[config.mk]
export PLATFORM = sky130hd
export DESIGN_NAME = alu_seq_param_flat
export DESIGN_NICKNAME = d
export VERILOG_FILES = /design/src/rtl/alu_seq_param_if.sv /design/src/rtl/alu_seq_param.sv /design/src/flat_wrapper.sv
export SDC_FILE = /design/constraint.sdc
export NUM_CORES = 1
export LEC_CHECK = 0
export ABC_AREA = 1
export BUFFER_PORTS_ARGS = -buffer_cell sky130_fd_sc_hd__buf_2
export CAP_MARGIN = 10
export CORE_ASPECT_RATIO = 1.75
export CORE_MARGIN = 1
export CORE_UTILIZATION = 29
export DETAILED_ROUTE_END_ITERATION = 6
export PLACE_DENSITY = 0.55
export SYNTH_ARGS = -nofsm -noshare
export SYNTH_HDL_FRONTEND = slang
export SYNTH_SLANG_ARGS = --single-unit
[constraint.sdc]
create_clock -name clk -period 2.73 [get_ports clk]
set_input_delay 0.1365 -clock clk [delete_from_list [all_inputs] [get_ports clk]]
set_output_delay 0.1365 -clock clk [all_outputs]
set_load 0.01 [all_outputs]
[src/rtl/alu_seq_param_if.sv]
// Operand/result bus between a sequencing master and the sequential ALU.
// The master drives the start strobe, opcode and operand words; the ALU returns result words and status.
interface alu_seq_param_if #(
    parameter int WIDTH = 8
) ();
    logic             BEGIN;
    logic [1:0]       op_code;
    logic [WIDTH-1:0] inbus;
    logic [WIDTH-1:0] outbus;
    logic             out_valid;
    logic             END;
    logic             busy;
    logic             err;

    modport master (
        output BEGIN, op_code, inbus,
        input  outbus, out_valid, END, busy, err
    );

    modport slave (
        input  BEGIN, op_code, inbus,
        output outbus, out_valid, END, busy, err
    );
endinterface

[src/rtl/alu_seq_param.sv]
// Parametrised sequential ALU: add/sub in one cycle, shift-add multiply and restoring divide over WIDTH cycles.
// Operands arrive one word per cycle after BEGIN; results leave as a low word then a high word with END.
module alu_seq_param #(
    parameter int WIDTH = 8
) (
    input  logic           clk,
    input  logic           reset,
    alu_seq_param_if.slave bus
);
    localparam int CW = $clog2(WIDTH + 1);

    typedef enum logic [2:0] {
        S_IDLE, S_LOAD_X, S_LOAD_Y, S_EXEC, S_OUT_LO, S_OUT_HI
    } state_e;

    typedef enum logic [1:0] {
        OP_ADD = 2'b00, OP_SUB = 2'b01, OP_MUL = 2'b10, OP_DIV = 2'b11
    } op_e;

    state_e           r_state;
    op_e              r_op;
    logic [WIDTH-1:0] r_x;
    logic [WIDTH-1:0] r_y;
    logic [WIDTH-1:0] r_a;      // accumulator / remainder / high result word
    logic [WIDTH-1:0] r_q;      // multiplier / quotient / low result word
    logic [CW-1:0]    r_cnt;
    logic [WIDTH-1:0] r_outbus;
    logic             r_out_valid;
    logic             r_end;
    logic             r_busy;
    logic             r_err;

    logic [WIDTH:0]   w_add;
    logic [WIDTH:0]   w_sub;
    logic [WIDTH:0]   w_mul_sum;
    logic [WIDTH:0]   w_div_part;
    logic [WIDTH:0]   w_div_diff;

    assign w_add      = {1'b0, r_x} + {1'b0, r_y};
    assign w_sub      = {1'b0, r_x} - {1'b0, r_y};
    assign w_mul_sum  = {1'b0, r_a} + (r_q[0] ? {1'b0, r_x} : {(WIDTH+1){1'b0}});
    assign w_div_part = {r_a, r_q[WIDTH-1]};
    assign w_div_diff = w_div_part - {1'b0, r_y};

    // NOTE: state uses non-blocking assignments only and every register, including the datapath, is
    // cleared by the synchronous reset so an aborted operation leaves nothing behind.
    always_ff @(posedge clk) begin
        if (reset) begin
            r_state     <= S_IDLE;
            r_op        <= OP_ADD;
            r_x         <= '0;
            r_y         <= '0;
            r_a         <= '0;
            r_q         <= '0;
            r_cnt       <= '0;
            r_outbus    <= '0;
            r_out_valid <= 1'b0;
            r_end       <= 1'b0;
            r_busy      <= 1'b0;
            r_err       <= 1'b0;
        end else begin
            r_outbus    <= '0;
            r_out_valid <= 1'b0;
            r_end       <= 1'b0;
            r_busy      <= (r_state != S_IDLE) || bus.BEGIN;

            case (r_state)
                S_IDLE: begin
                    if (bus.BEGIN) begin
                        r_op    <= op_e'(bus.op_code);
                        r_err   <= 1'b0;
                        r_state <= S_LOAD_X;
                    end
                end
                S_LOAD_X: begin
                    r_x     <= bus.inbus;
                    r_state <= S_LOAD_Y;
                end
                S_LOAD_Y: begin
                    r_y     <= bus.inbus;
                    r_a     <= '0;
                    r_q     <= (r_op == OP_DIV) ? r_x : bus.inbus;
                    // Single-cycle EXEC for add/sub and for a zero divisor.
                    if (r_op == OP_ADD || r_op == OP_SUB || (r_op == OP_DIV && bus.inbus == '0))
                        r_cnt <= CW'(1);
                    else
                        r_cnt <= CW'(WIDTH);
                    r_state <= S_EXEC;
                end
                S_EXEC: begin
                    case (r_op)
                        OP_ADD: begin
                            r_q <= w_add[WIDTH-1:0];
                            r_a <= {{(WIDTH-1){1'b0}}, w_add[WIDTH]};
                        end
                        OP_SUB: begin
                            r_q <= w_sub[WIDTH-1:0];
                            r_a <= {{(WIDTH-1){1'b0}}, w_sub[WIDTH]};
                        end
                        OP_MUL: begin
                            r_a <= w_mul_sum[WIDTH:1];
                            r_q <= {w_mul_sum[0], r_q[WIDTH-1:1]};
                        end
                        default: begin
                            if (r_y == '0) begin
                                r_q   <= '1;
                                r_a   <= r_x;
                                r_err <= 1'b1;
                            end else if (!w_div_diff[WIDTH]) begin
                                r_a <= w_div_diff[WIDTH-1:0];
                                r_q <= {r_q[WIDTH-2:0], 1'b1};
                            end else begin
                                r_a <= w_div_part[WIDTH-1:0];
                                r_q <= {r_q[WIDTH-2:0], 1'b0};
                            end
                        end
                    endcase
                    r_cnt <= r_cnt - CW'(1);
                    if (r_cnt == CW'(1))
                        r_state <= S_OUT_LO;
                end
                S_OUT_LO: begin
                    r_outbus    <= r_q;
                    r_out_valid <= 1'b1;
                    r_state     <= S_OUT_HI;
                end
                S_OUT_HI: begin
                    r_outbus    <= r_a;
                    r_out_valid <= 1'b1;
                    r_end       <= 1'b1;
                    r_state     <= S_IDLE;
                end
                default: r_state <= S_IDLE;
            endcase
        end
    end

    assign bus.outbus    = r_outbus;
    assign bus.out_valid = r_out_valid;
    assign bus.END       = r_end;
    assign bus.busy      = r_busy;
    assign bus.err       = r_err;
endmodule

[src/flat_wrapper.sv]
// flat-port wrapper written by rule: the top's interface ports become plain ports
module alu_seq_param_flat 
#(
    parameter int WIDTH = 8
)
  (clk, reset, bus_BEGIN, bus_op_code, bus_inbus, bus_outbus, bus_out_valid, bus_END, bus_busy, bus_err);
  alu_seq_param_if #(.WIDTH(WIDTH)) bus_i ();
  input  logic clk;
  input  logic reset;
  input wire logic [$bits(bus_i.BEGIN)-1:0] bus_BEGIN;
  input wire logic [$bits(bus_i.op_code)-1:0] bus_op_code;
  input wire logic [$bits(bus_i.inbus)-1:0] bus_inbus;
  output wire logic [$bits(bus_i.outbus)-1:0] bus_outbus;
  output wire logic [$bits(bus_i.out_valid)-1:0] bus_out_valid;
  output wire logic [$bits(bus_i.END)-1:0] bus_END;
  output wire logic [$bits(bus_i.busy)-1:0] bus_busy;
  output wire logic [$bits(bus_i.err)-1:0] bus_err;
  assign bus_i.BEGIN = bus_BEGIN;
  assign bus_i.op_code = bus_op_code;
  assign bus_i.inbus = bus_inbus;
  assign bus_outbus = bus_i.outbus;
  assign bus_out_valid = bus_i.out_valid;
  assign bus_END = bus_i.END;
  assign bus_busy = bus_i.busy;
  assign bus_err = bus_i.err;
  alu_seq_param #(.WIDTH(WIDTH)) u_core (.clk(clk), .reset(reset), .bus(bus_i));
endmodule
# [Word-level counts from Yosys, hierarchy flattened]
# Index checks and enable logic that the tools add are counted.
[word_totals] register_bits=53 latchBits=0 ramBits=0 romBits=0 input_bits=13 output_inout_bits=12 memories=0
[classes] n_addsub=5 multipliers=0 div=0 order_cmp=0 n_eq_ne=13 n_shift=0 n_mux=22 n_bitwise=0 reduce_logical=16
[op_table] op="$pmux W8 S2" count=3
[op_table] op="$pmux W8 S3" count=2
[op_table] op="$mux W8" count=5
[op_table] op="$logic_not A8 Y1" count=2
[op_table] op="$pmux W3 S5" count=1
[op_table] op="$add A8 B8 Y9" count=1
[op_table] op="$add A8 B9 Y9" count=1
[op_table] op="$sub A8 B8 Y9" count=1
[op_table] op="$sub A9 B8 Y9" count=1
[op_table] op="$pmux W4 S2" count=1
[op_table] op="$eq A3 B2 Y1 const B" count=2
[op_table] op="$eq A3 B3 Y1 const B" count=2
[op_table] op="$mux W1" count=6
[op_table] op="$mux W3" count=2
[op_table] op="$eq A2 B2 Y1 const B" count=2
[op_table] op="$eq A4 B1 Y1 const B" count=1
[op_table] op="$mux W4" count=1
[op_table] op="$ne A2 B1 Y1 const B" count=2
[op_table] op="$ne A2 B2 Y1 const B" count=2
[op_table] op="$reduce_and A2 Y1" count=2
[op_table] op="$reduce_and A4 Y1" count=1
[op_table] op="$reduce_bool A2 Y1" count=2
[op_table] op="$sub A4 B1 Y4 const B" count=1
[op_table] op="$eq A3 B1 Y1 const B" count=1
[op_table] op="other kinds (9)" count=11

# [Logic depth before layout (Yosys ltp)]
# Gate-level depths: netlist of the first run.
[logic_depth] depth_word=5 mapped_depth=18 depth_no_buf=17

# [Least setup slack after synthesis of the first run]
# No wires, ideal clock.
[synth_path] path_kind="reg-to-reg" start="register u_core.r_q[0]" end="register u_core.r_a[5]" setup_time_ns=0.070 arrival_time_ns=1.917 required_ns=2.660 path_slack_ns=0.742 stages_incl_launch_ff=19 path_buffers=1 period_less_slack_ns=1.988 cell_sequence="dfxtp_1 -> clkbuf_1 -> nand2_1 -> inv_1 -> ha_1 -> fa_1 -> nand2_1 -> nand2_1 -> nand2_1 -> nand2_1 -> nand2_1 -> nand2_1 -> nand2_1 -> nand2_1 -> nand2_1 -> nand3_1 -> nand2_1 -> nand2_1 -> a21oi_1"
[synth_via] elab_chain_len=4
[synth_lines] item="start, declared" line="alu_seq_param.sv:25" text="logic [WIDTH-1:0] r_q;"
[synth_lines] item="start signal, assigned" line="alu_seq_param.sv:82" text="r_q <= (r_op == OP_DIV) ? r_x : bus.inbus;"
[synth_lines] item="start signal, assigned" line="alu_seq_param.sv:93" text="r_q <= w_add[WIDTH-1:0];"
[synth_lines] item="start signal, assigned" line="alu_seq_param.sv:97" text="r_q <= w_sub[WIDTH-1:0];"
[synth_lines] item="$mux W8" line="alu_seq_param.sv:41" text="assign w_mul_sum = {1'b0, r_a} + (r_q[0] ? {1'b0, r_x} : {(WIDTH+1){1'b0}});"
[synth_lines] item="$add A8 B9 Y9" line="alu_seq_param.sv:41"
[synth_lines] item="$pmux W8 S3" line="alu_seq_param.sv:91" text="case (r_op)"
[synth_lines] item="$pmux W8 S2" line="alu_seq_param.sv:67" text="case (r_state)"
[synth_lines] item="end signal, assigned" line="alu_seq_param.sv:94" text="r_a <= {{(WIDTH-1){1'b0}}, w_add[WIDTH]};"
[synth_lines] item="end signal, assigned" line="alu_seq_param.sv:98" text="r_a <= {{(WIDTH-1){1'b0}}, w_sub[WIDTH]};"
[synth_lines] item="end signal, assigned" line="alu_seq_param.sv:101" text="r_a <= w_mul_sum[WIDTH:1];"
[synth_lines] item="end, declared" line="alu_seq_param.sv:24" text="logic [WIDTH-1:0] r_a;"
# No other way between the ends.
# A chain may end at the register's enable or synchronous reset.

# [Worst setup path after layout of the first run]
[layout_path] start="register u_core.r_q[7]" end="register u_core.r_q[0]"
[layout_via] elab_chain_len=5
[layout_lines] item="$sub A9 B8 Y9" line="alu_seq_param.sv:43" text="assign w_div_diff = w_div_part - {1'b0, r_y};"
[layout_lines] item="$mux W1" line="alu_seq_param.sv:109" text="end else if (!w_div_diff[WIDTH]) begin"
[layout_lines] item="$mux W8" line="alu_seq_param.sv:105" text="if (r_y == '0) begin"
[layout_lines] item="$pmux W8 S3" line="alu_seq_param.sv:91"
[layout_lines] item="$pmux W8 S2" line="alu_seq_param.sv:67"
# No other way between the ends.

==> results of run 1 <==
[cell families after synthesis]
logic type	Yosys count	share of synthesized area
and+or+nand+nor	245	0.262
AOI/OAI and AO/OA	162	0.221
buffers and inverters	122	0.116
DFF	53	0.261
xor gates and xnor gates	6	0.0129
adders and majority gates	39	0.128
[final timing paths]
path | start | endpoint | slack (ps)
worst max register to register | u_core.r_q[7] | u_core.r_q[0] | 380
worst min register to register | u_core.bus.err | u_core.bus.err | 450
worst max-delay path | u_core.r_q[7] | u_core.r_q[0] | 380
worst min-delay path | bus_op_code[0] | u_core.r_op[0] | 110
[cell usage after synthesis (4+ instances only)]
library cell,number
fa_1,4
dfxtp_1,53
o211ai_1,10
a22oi_1,4
a21oi_1,69
clkbuf_1,13
nor3_1,6
ha_1,35
nand3_1,39
o21ai_0,52
nand2_1,136
a32o_1,5
a31oi_1,6
o21ai_1,9
nand4_1,9
inv_1,91
inv_2,9
buf_2,7
nor2_1,40
[per-stage QoR]
step / setup slack [ps] / hold WS [ps] / instances / power (W)
4_1_cts: 383 / 114 / 819 / 0.00289
5_1_grt: 186 / 157 / 819 / 0.00309
3_5_place_dp: 406 / 436 / 811 / 0.00216
6_report: 380 / 114 / 819 / 0.00289
3_3_place_gp: 428 / 417 / 811 / 0.00214
2_1_floorplan: 742 / 313 / 627 / 0.00182
[worst min-delay path, stage by stage]
cell     delay [ps]
buf_2            70
o21ai_0          70
a21oi_1         100
[flip-flops by register name (all words and copies together), names as in the netlist]
| name | cells |
|---|---|
| u_core.r_y | 8 |
| u_core.r_op | 2 |
| u_core.r_x | 8 |
| u_core.r_q | 8 |
| u_core.bus.outbus | 8 |
| u_core.r_state | 3 |
| u_core.r_cnt | 4 |
| u_core.bus.busy | 1 |
| u_core.r_a | 8 |
| u_core.bus.err | 1 |
| u_core.bus.END | 1 |
| u_core.bus.out_valid | 1 |
[cell type report]
| type | instances | area share |
|---|---|---|
| sequential | 53 | 0.234 |
| clock buffer | 6 | 0.0285 |
| timing repair buffer | 30 | 0.0365 |
| inverter | 102 | 0.0851 |
| multi-input combinational | 452 | 0.559 |
| tap | 174 | 0.0481 |
| clock inverter | 2 | 0.00857 |
[power by group]
group	switching (W)	total [W]	internal, W
combinational	0.000813	0.00120	0.000385
clock	0.000303	0.000739	0.000436
sequential	0.000105	0.000957	0.000853
total	0.00122	0.00289	0.00167
[per-layer routing]
metal / share of wire / wire length (um) / vias to the layer above / global-route usage
met4: 0.062 / 840 / 0 / 0.128
met3: 0.031 / 417 / 54 / 0.0186
met1: 0.38 / 5170 / 1925 / 0.189
met2: 0.52 / 7060 / 133 / 0.368
met5: 0 / 0 / - / 0
li1: - / - / 2103 / -
==> flow_metrics.py, run 1 <==
metrics = {
    "layout": {
        "multi_input_area_sq_um": 2530,
        "fillerInstances": 1483,
        "regArea_sq_um": 1060,
        "syn2layout_area_growth_pct": 11.5,
        "final_area_sq_um": 4530,
        "mostFrequentLayoutCell": "nand2_1",
        "layout_common_cells": "nand2_1 (136), inv_1 (91), a21oi_1 (69), dfxtp_1 (53), o21ai_0 (52)",
        "drive_gt1_frac": 0.0899,
        "fin_util": 0.335,
        "nets": 696,
        "diodes": 0,
    },
    "sta": {
        "relSlewSlack": 0.494,
        "tns_ps": 0,
        "setup_viol": 0,
        "fmax_mhz": 426,
        "worstMarginPinSlew_ps": 757,
        "finalClockSkew_ps": 8.26,
        "report.final.slew_viol_count": 0,
        "hold_viol_final": 0,
        "post-route-period-util": 0.861,
        "rsz0062_at_grt": "no",
        "min_period_ps": 2350,
    },
    "yosys": {
        "syn_inst": 627,
        "yosysTopAreaCell": "dfxtp_1",
        "synth_edf_count": 0,
        "seq_area_frac_synth": 0.261,
        "ys_warn_count": 0,
        "synthArstFlopShare": 0,
        "synthTopCellsByArea": "dfxtp_1 (26%), nand2_1 (13%), ha_1 (11%)",
        "synth_seq_cells": 53,
        "ys_types": 38,
        "syn_area_sq_um": 4060,
        "synth_nets": 679,
        "synth.top_cell.area_share": 0.261,
        "avgSynthCellArea_sq_um": 6.48,
        "yosys_most_used_dff": "dfxtp_1",
    },
    "route": {
        "drc": 0,
        "post_drt_wl_per_cell_um": 16.5,
        "finalWirelength_um": 13500,
        "first_pass_iters": 7,
        "ant_nets": 0,
        "vias_per_cell": 5.15,
        "first_iter_violations": 225,
        "dr_total_vias": 4215,
    },
    "floorplan": {
        "initial_core_util": 0.300,
        "die_area_sq_um": 14500,
        "die-width_um": 91.5,
        "core_sq_um": 13500,
        "io_pins": 25,
        "fp.dieH_um": 159,
        "rows": 56,
    },
    "worst_setup_path": {
        "cpMaxStageDelayCell": "dfxtp_1",
        "startpoint_type": "register",
        "crit_chain": "inv_1, ha_1, fa_1, inv_1, nand3_1, nand2_2, nand2_1, nand3_2, nand2_4, o21ai_1, inv_1, o21ai_1, a21oi_1",
        "end_kind": "register",
        "critical_path_buf_inv_count": 3,
        "path_class": "register to register",
        "path_delay_family": "adder cells",
        "reg2reg_depth": 13,
        "crit_arrival_ps": 2520,
        "required_ps": 2900,
        "cp_max_fo": 8,
        "crit_top_cell": "inv_1",
        "cp.depth": 13,
        "cp_slowest_stage_delay_ps": 420,
    },
    "global_route": {
        "antenna_found_initial": 0,
        "track_usage": 0.190,
        "grt_remaining_overflow": 0,
        "grt_first_pass_wirelength_um": 21400,
        "first_global_vias": 4198,
        "grt_max_degree": 36,
    },
    "power_and_ir_drop": {
        "p_leak_nw": 2.18,
        "power_density_nw_per_um2": 639,
        "ir_drop_mv": 0.489,
    },
    "placed_design": {
        "placed_area_sq_um": 4360,
        "place.gp.congestion": 0.966,
        "dp_hpwl_um": 10800,
        "io_buffers": 24,
    },
    "flow_run": {
        "maxCapViolCount": 0,
    },
    "worst_hold_path": {
        "hold_path_class": "primary input to register",
        "holdPathStages": 3,
    },
    "clock_tree": {
        "cts_hold_buf": 0,
        "cts_made_buffers": 5,
        "cts_resized": 0,
        "cts_htree_levels": 2,
        "cts_tree": "yes",
        "clkTransAtPathRegs_ps": 80,
        "cts.sink_count": 53,
        "clockRootBuffer": "clkbuf_16",
        "cts_max_path_buffers": 2,
        "postCtsSetupRepairBufs": 0,
        "insertion_delay_ps": 300,
    },
    "outcome": {
        "status": "finished clean",
    },
}
No activity file was read; power rests on OpenSTA's default activity.
==> run 2: changes to the inputs <==
- BUFFER_PORTS_ARGS: -buffer_cell sky130_fd_sc_hd__buf_2 -> -buffer_cell sky130_fd_sc_hd__buf_4
==> run 2 against run 1 <==
Against the previous run: power grew 0.97%; clock skew down 4.4 ps; fmax decreased by 1.8%; worst hold slack better by 23 ps; via count increased by 0.45%; utilization grew 0.48 points; cell count did not move; critical path type unchanged; highest routed layer unchanged.
==> flow_metrics.py, run 2 (synthesis results as in run 1) <==
metrics = {
    "worst_setup_path": {
        "cp_max_fo": 8,
        "startpoint_type": "register",
        "crit_top_cell": "nand2_1",
        "end_kind": "register",
        "required_ps": 2960,
        "crit_arrival_ps": 2630,
        "crit_chain": "inv_1, ha_1, fa_1, inv_1, nand3_1, nand2_2, nand2_1, nand2_1, nand2_2, nand2_4, inv_2, o211ai_1, nand2_1, a21oi_1",
        "cp_slowest_stage_delay_ps": 430,
        "path_class": "register to register",
        "cpMaxStageDelayCell": "fa_1",
        "reg2reg_depth": 14,
    },
    "power_and_ir_drop": {
        "ir_drop_mv": 0.413,
        "power_density_nw_per_um2": 636,
        "p_leak_nw": 2.19,
    },
    "placed_design": {
        "dp_cells": 811,
        "io_buffers": 24,
        "dp_worst_setup_slack_ps": 368,
        "dp_hpwl_um": 10900,
        "place.gp.congestion": 0.946,
    },
    "route": {
        "ant_nets": 0,
        "first_iter_violations": 299,
        "first_pass_iters": 5,
        "post_drt_wl_per_cell_um": 16.5,
        "finalWirelength_um": 13500,
        "drc": 0,
        "vias_per_cell": 5.17,
        "dr_total_vias": 4234,
    },
    "layout": {
        "diodes": 0,
        "fin_cells": 819,
        "drive_gt1_frac": 0.0899,
        "layout_common_cells": "nand2_1 (136), inv_1 (91), a21oi_1 (69), dfxtp_1 (53), o21ai_0 (52)",
        "syn2layout_area_growth_pct": 13.1,
        "fin_util": 0.340,
        "nets": 696,
        "mostFrequentLayoutCell": "nand2_1",
    },
    "sta": {
        "post-route-period-util": 0.877,
        "finalClockSkew_ps": 3.84,
        "setup_viol": 0,
        "setup_slack_ps": 337,
        "relSlewSlack": 0.508,
        "rsz0062_at_grt": "no",
        "hold_viol_final": 0,
        "fmax_mhz": 418,
        "tns_ps": 0,
        "min_period_ps": 2390,
        "hold_slack_ps": 137,
        "worstMarginPinSlew_ps": 735,
        "report.final.slew_viol_count": 0,
    },
    "clock_tree": {
        "cts_hold_buf": 0,
        "cts.sink_count": 53,
        "cts_made_buffers": 5,
        "clockRootBuffer": "clkbuf_16",
        "cts_max_path_buffers": 2,
        "postCtsSetupRepairBufs": 0,
        "cts_htree_levels": 2,
        "cts_tree": "yes",
        "cts_resized": 0,
        "clkTransAtPathRegs_ps": 70,
        "insertion_delay_ps": 300,
    },
    "global_route": {
        "grt_first_pass_wirelength_um": 21700,
        "grt_max_degree": 26,
        "track_usage": 0.193,
        "antenna_found_initial": 0,
        "first_global_vias": 4201,
        "grt_remaining_overflow": 0,
    },
    "floorplan": {
        "die-width_um": 91.5,
        "die_area_sq_um": 14500,
        "core_sq_um": 13500,
        "initial_core_util": 0.300,
        "io_pins": 25,
        "fp.dieH_um": 159,
        "rows": 56,
    },
    "flow_run": {
        "maxCapViolCount": 0,
    },
    "worst_hold_path": {
        "hold_path_class": "primary input to register",
        "holdPathStages": 3,
    },
    "outcome": {
        "status": "finished clean",
    },
}
[run 2: cell count changes in the layout (fill, tap and decap cells not counted), sizes merged]
| cell | change |
|---|---|
| clkbuf | +1 |
| clkinv | -1 |
[run 2: report_power, final]
part	switching (W)	internal (W)
Clock	0.000291	0.000459
Sequential	0.000107	0.000853
Combinational	0.000819	0.000393
Total	0.00122	0.00170
[run 2: per-stage QoR]
stage	total power [W]	instance area, sq um
final	0.00292	4590
after global routing	0.00312	4590
after CTS	0.00292	4590
after detailed placement	0.00217	4420
after global placement	0.00215	4420
after floorplan	0.00182	4060
[run 2: final timing paths]
kind	start	endpoint	slack [ps]
worst min-delay path	bus_op_code[0]	u_core.r_op[0]	140
worst max register to register	u_core.r_q[7]	u_core.r_a[2]	340
worst min register to register	u_core.bus.err	u_core.bus.err	450
worst max-delay path	u_core.r_q[7]	u_core.r_a[2]	340
[run 2: routing by layer]
metal,global-route usage,vias to the layer above,wire [um]
met3,0.0191,56,539
met1,0.197,1930,5000
met2,0.364,146,7030
met4,0.140,0,919
li1,-,2102,-
met5,0,-,0
[run 2: worst max-delay path: cells and delay by family (launching register included)]
kind / cells / cell delay, ps
adders and majority gates: 2 / 670
and+or+nand+nor: 7 / 650
DFF: 1 / 420
AOI/OAI and AO/OA: 2 / 330
buffers and inverters: 3 / 260
[run 2: final cells by class]
class                           count  area [sq um]
Timing Repair Buffer               30           225
Sequential cell                    53          1060
Inverter                          102           385
Fill cell                        1485          8930
Tap cell                          174           218
Clock inverter                      1          30.0
Clock buffer                        7           143
Multi-Input combinational cell    452          2530
==> run 3: changes to the inputs <==
- MAX_ROUTING_LAYER: default -> met4
- RECOVER_POWER: default -> 50
==> run 3 against run 2 <==
Against the previous run: register-to-register slack got worse by 20 ps; utilization decreased by 0.56 points; flip-flop and latch count unchanged; cell count unchanged; via count increased by 0.61%; critical path type unchanged; largest power group unchanged.
==> flow_metrics.py, run 3 (synthesis results as in run 1) <==
metrics = {
    "outcome": {
        "status": "finished clean",
    },
    "clock_tree": {
        "postCtsSetupRepairBufs": 0,
        "cts_hold_buf": 0,
        "cts_max_path_buffers": 2,
        "clkTransAtPathRegs_ps": 70,
        "cts_made_buffers": 5,
        "clockRootBuffer": "clkbuf_16",
        "cts.sink_count": 53,
        "insertion_delay_ps": 290,
        "cts_tree": "yes",
        "cts_resized": 0,
        "cts_htree_levels": 2,
    },
    "route": {
        "first_pass_iters": 5,
        "ant_nets": 0,
        "dr_total_vias": 4260,
        "routed.top_layer": "met4",
        "first_iter_violations": 348,
        "post_drt_wl_per_cell_um": 16.8,
        "drc": 0,
        "met2_length_um": 7170,
        "vias_per_cell": 5.20,
        "wl_met3_um": 424,
        "wl_met1_um": 5280,
        "finalWirelength_um": 13700,
    },
    "sta": {
        "fmax_mhz": 415,
        "hold_viol_final": 0,
        "finalClockSkew_ps": 1.83,
        "setup_viol": 0,
        "min_period_ps": 2410,
        "relSlewSlack": 0.429,
        "tns_ps": 0,
        "post-route-period-util": 0.884,
        "rsz0062_at_grt": "no",
        "setup_slack_ps": 318,
        "report.final.slew_viol_count": 0,
        "worstMarginPinSlew_ps": 851,
    },
    "floorplan": {
        "fp.dieH_um": 159,
        "io_pins": 25,
        "initial_core_util": 0.300,
        "rows": 56,
        "core_sq_um": 13500,
        "die_area_sq_um": 14500,
        "die-width_um": 91.5,
    },
    "layout": {
        "mostFrequentLayoutCell": "nand2_1",
        "diodes": 0,
        "syn2layout_area_growth_pct": 11.2,
        "fin_cells": 819,
        "nets": 696,
        "layout_common_cells": "nand2_1 (136), inv_1 (92), a21oi_1 (69), dfxtp_1 (53), o21ai_0 (52)",
        "drive_gt1_frac": 0.0698,
    },
    "placed_design": {
        "io_buffers": 24,
        "place.gp.congestion": 0.949,
        "dp_cells": 811,
        "dp_hpwl_um": 11100,
        "dp_worst_setup_slack_ps": 345,
    },
    "worst_hold_path": {
        "hp-start": "bus_op_code[0]",
        "holdPathStages": 3,
        "hold_path_class": "primary input to register",
        "min_to": "u_core.r_op[0]",
    },
    "worst_setup_path": {
        "reg2reg_depth": 14,
        "reg2reg_slack_ps": 320,
        "end_kind": "register",
        "path_class": "register to register",
        "timing.rr.start": "u_core.r_q[7]",
        "crit_arrival_ps": 2640,
        "startpoint_type": "register",
        "r2r_end": "u_core.r_a[2]",
        "cp_max_fo": 8,
        "required_ps": 2960,
    },
    "global_route": {
        "track_usage": 0.200,
        "grt_first_pass_wirelength_um": 21600,
        "grt_max_degree": 26,
        "antenna_found_initial": 0,
        "first_global_vias": 4173,
        "grt_remaining_overflow": 0,
    },
    "flow_run": {
        "maxCapViolCount": 0,
    },
    "power_and_ir_drop": {
        "ir_drop_mv": 0.444,
        "p_leak_nw": 2.13,
        "power_density_nw_per_um2": 626,
    },
}
-- run 3: cell types whose count changed in the layout (fill, tap and decap cells not counted) --
cell | previous run | this run
nor3_4 | 1 | 0
clkbuf_1 | 1 | 13
inv_2 | 9 | 8
bufinv_16 | 1 | 0
nor3_2 | 0 | 1
inv_1 | 91 | 92
buf_4 | 30 | 17
clkinv_4 | 0 | 1
clkinv_2 | 0 | 1
-- run 3: how the worst max path moves through the flow --
stage             startpoint            end  cells after the start
2_1_floorplan  u_core.r_q[0]  u_core.r_a[5]                     18
3_3_place_gp   u_core.r_q[7]  u_core.r_a[2]                     14
3_5_place_dp   u_core.r_q[7]  u_core.r_a[2]                     14
4_1_cts        u_core.r_q[7]  u_core.r_a[2]                     14
5_1_grt        u_core.r_q[7]  u_core.r_a[2]                     14
6_report       u_core.r_q[7]  u_core.r_a[2]                     14
-- run 3: metal layers --
| layer | up-vias | track usage |
|---|---|---|
| met1 | 1976 | 0.198 |
| met5 | - | - |
| met2 | 132 | 0.373 |
| met3 | 53 | 0.0172 |
| li1 | 2099 | - |
| met4 | 0 | 0.130 |
-- run 3: worst max-delay path, cell delays in order, from the launching register on --
cell and delay, ps:
dfxtp_1 420, inv_1 70, ha_1 240, fa_1 440, inv_1 100, nand3_1 90, nand2_2 110, nand2_1 80
nand2_1 80, nand2_2 90, nand2_4 120, inv_2 80, o211ai_1 220, nand2_1 90, a21oi_1 120
-- run 3: power breakdown --
group | internal [W] | total (W) | switching [W]
clock | 0.000366 | 0.000661 | 0.000296
sequential | 0.000853 | 0.000958 | 0.000105
combinational | 0.000390 | 0.00121 | 0.000820
-- run 3: cell type report --
| cell class | count | area (sq um) |
|---|---|---|
| tap | 174 | 218 |
| clock buffer | 6 | 139 |
| fill | 1481 | 9000 |
| multi-input combinational | 452 | 2520 |
| timing repair buffer | 30 | 176 |
| sequential | 53 | 1060 |
| clock inverter | 2 | 13.8 |
| inverter | 102 | 385 |
-- run 3: through the flow --
stage | total power (W) | utilization | hold slack [ps] | cell area (sq um)
floorplan | 0.00182 | - | 313 | 4060
global placement | 0.00215 | 0.327 | 431 | 4420
detailed placement | 0.00217 | 0.327 | 438 | 4420
CTS | 0.00283 | 0.338 | 132 | 4570
global route | 0.00304 | 0.334 | 166 | 4520
finish | 0.00283 | 0.334 | 134 | 4520
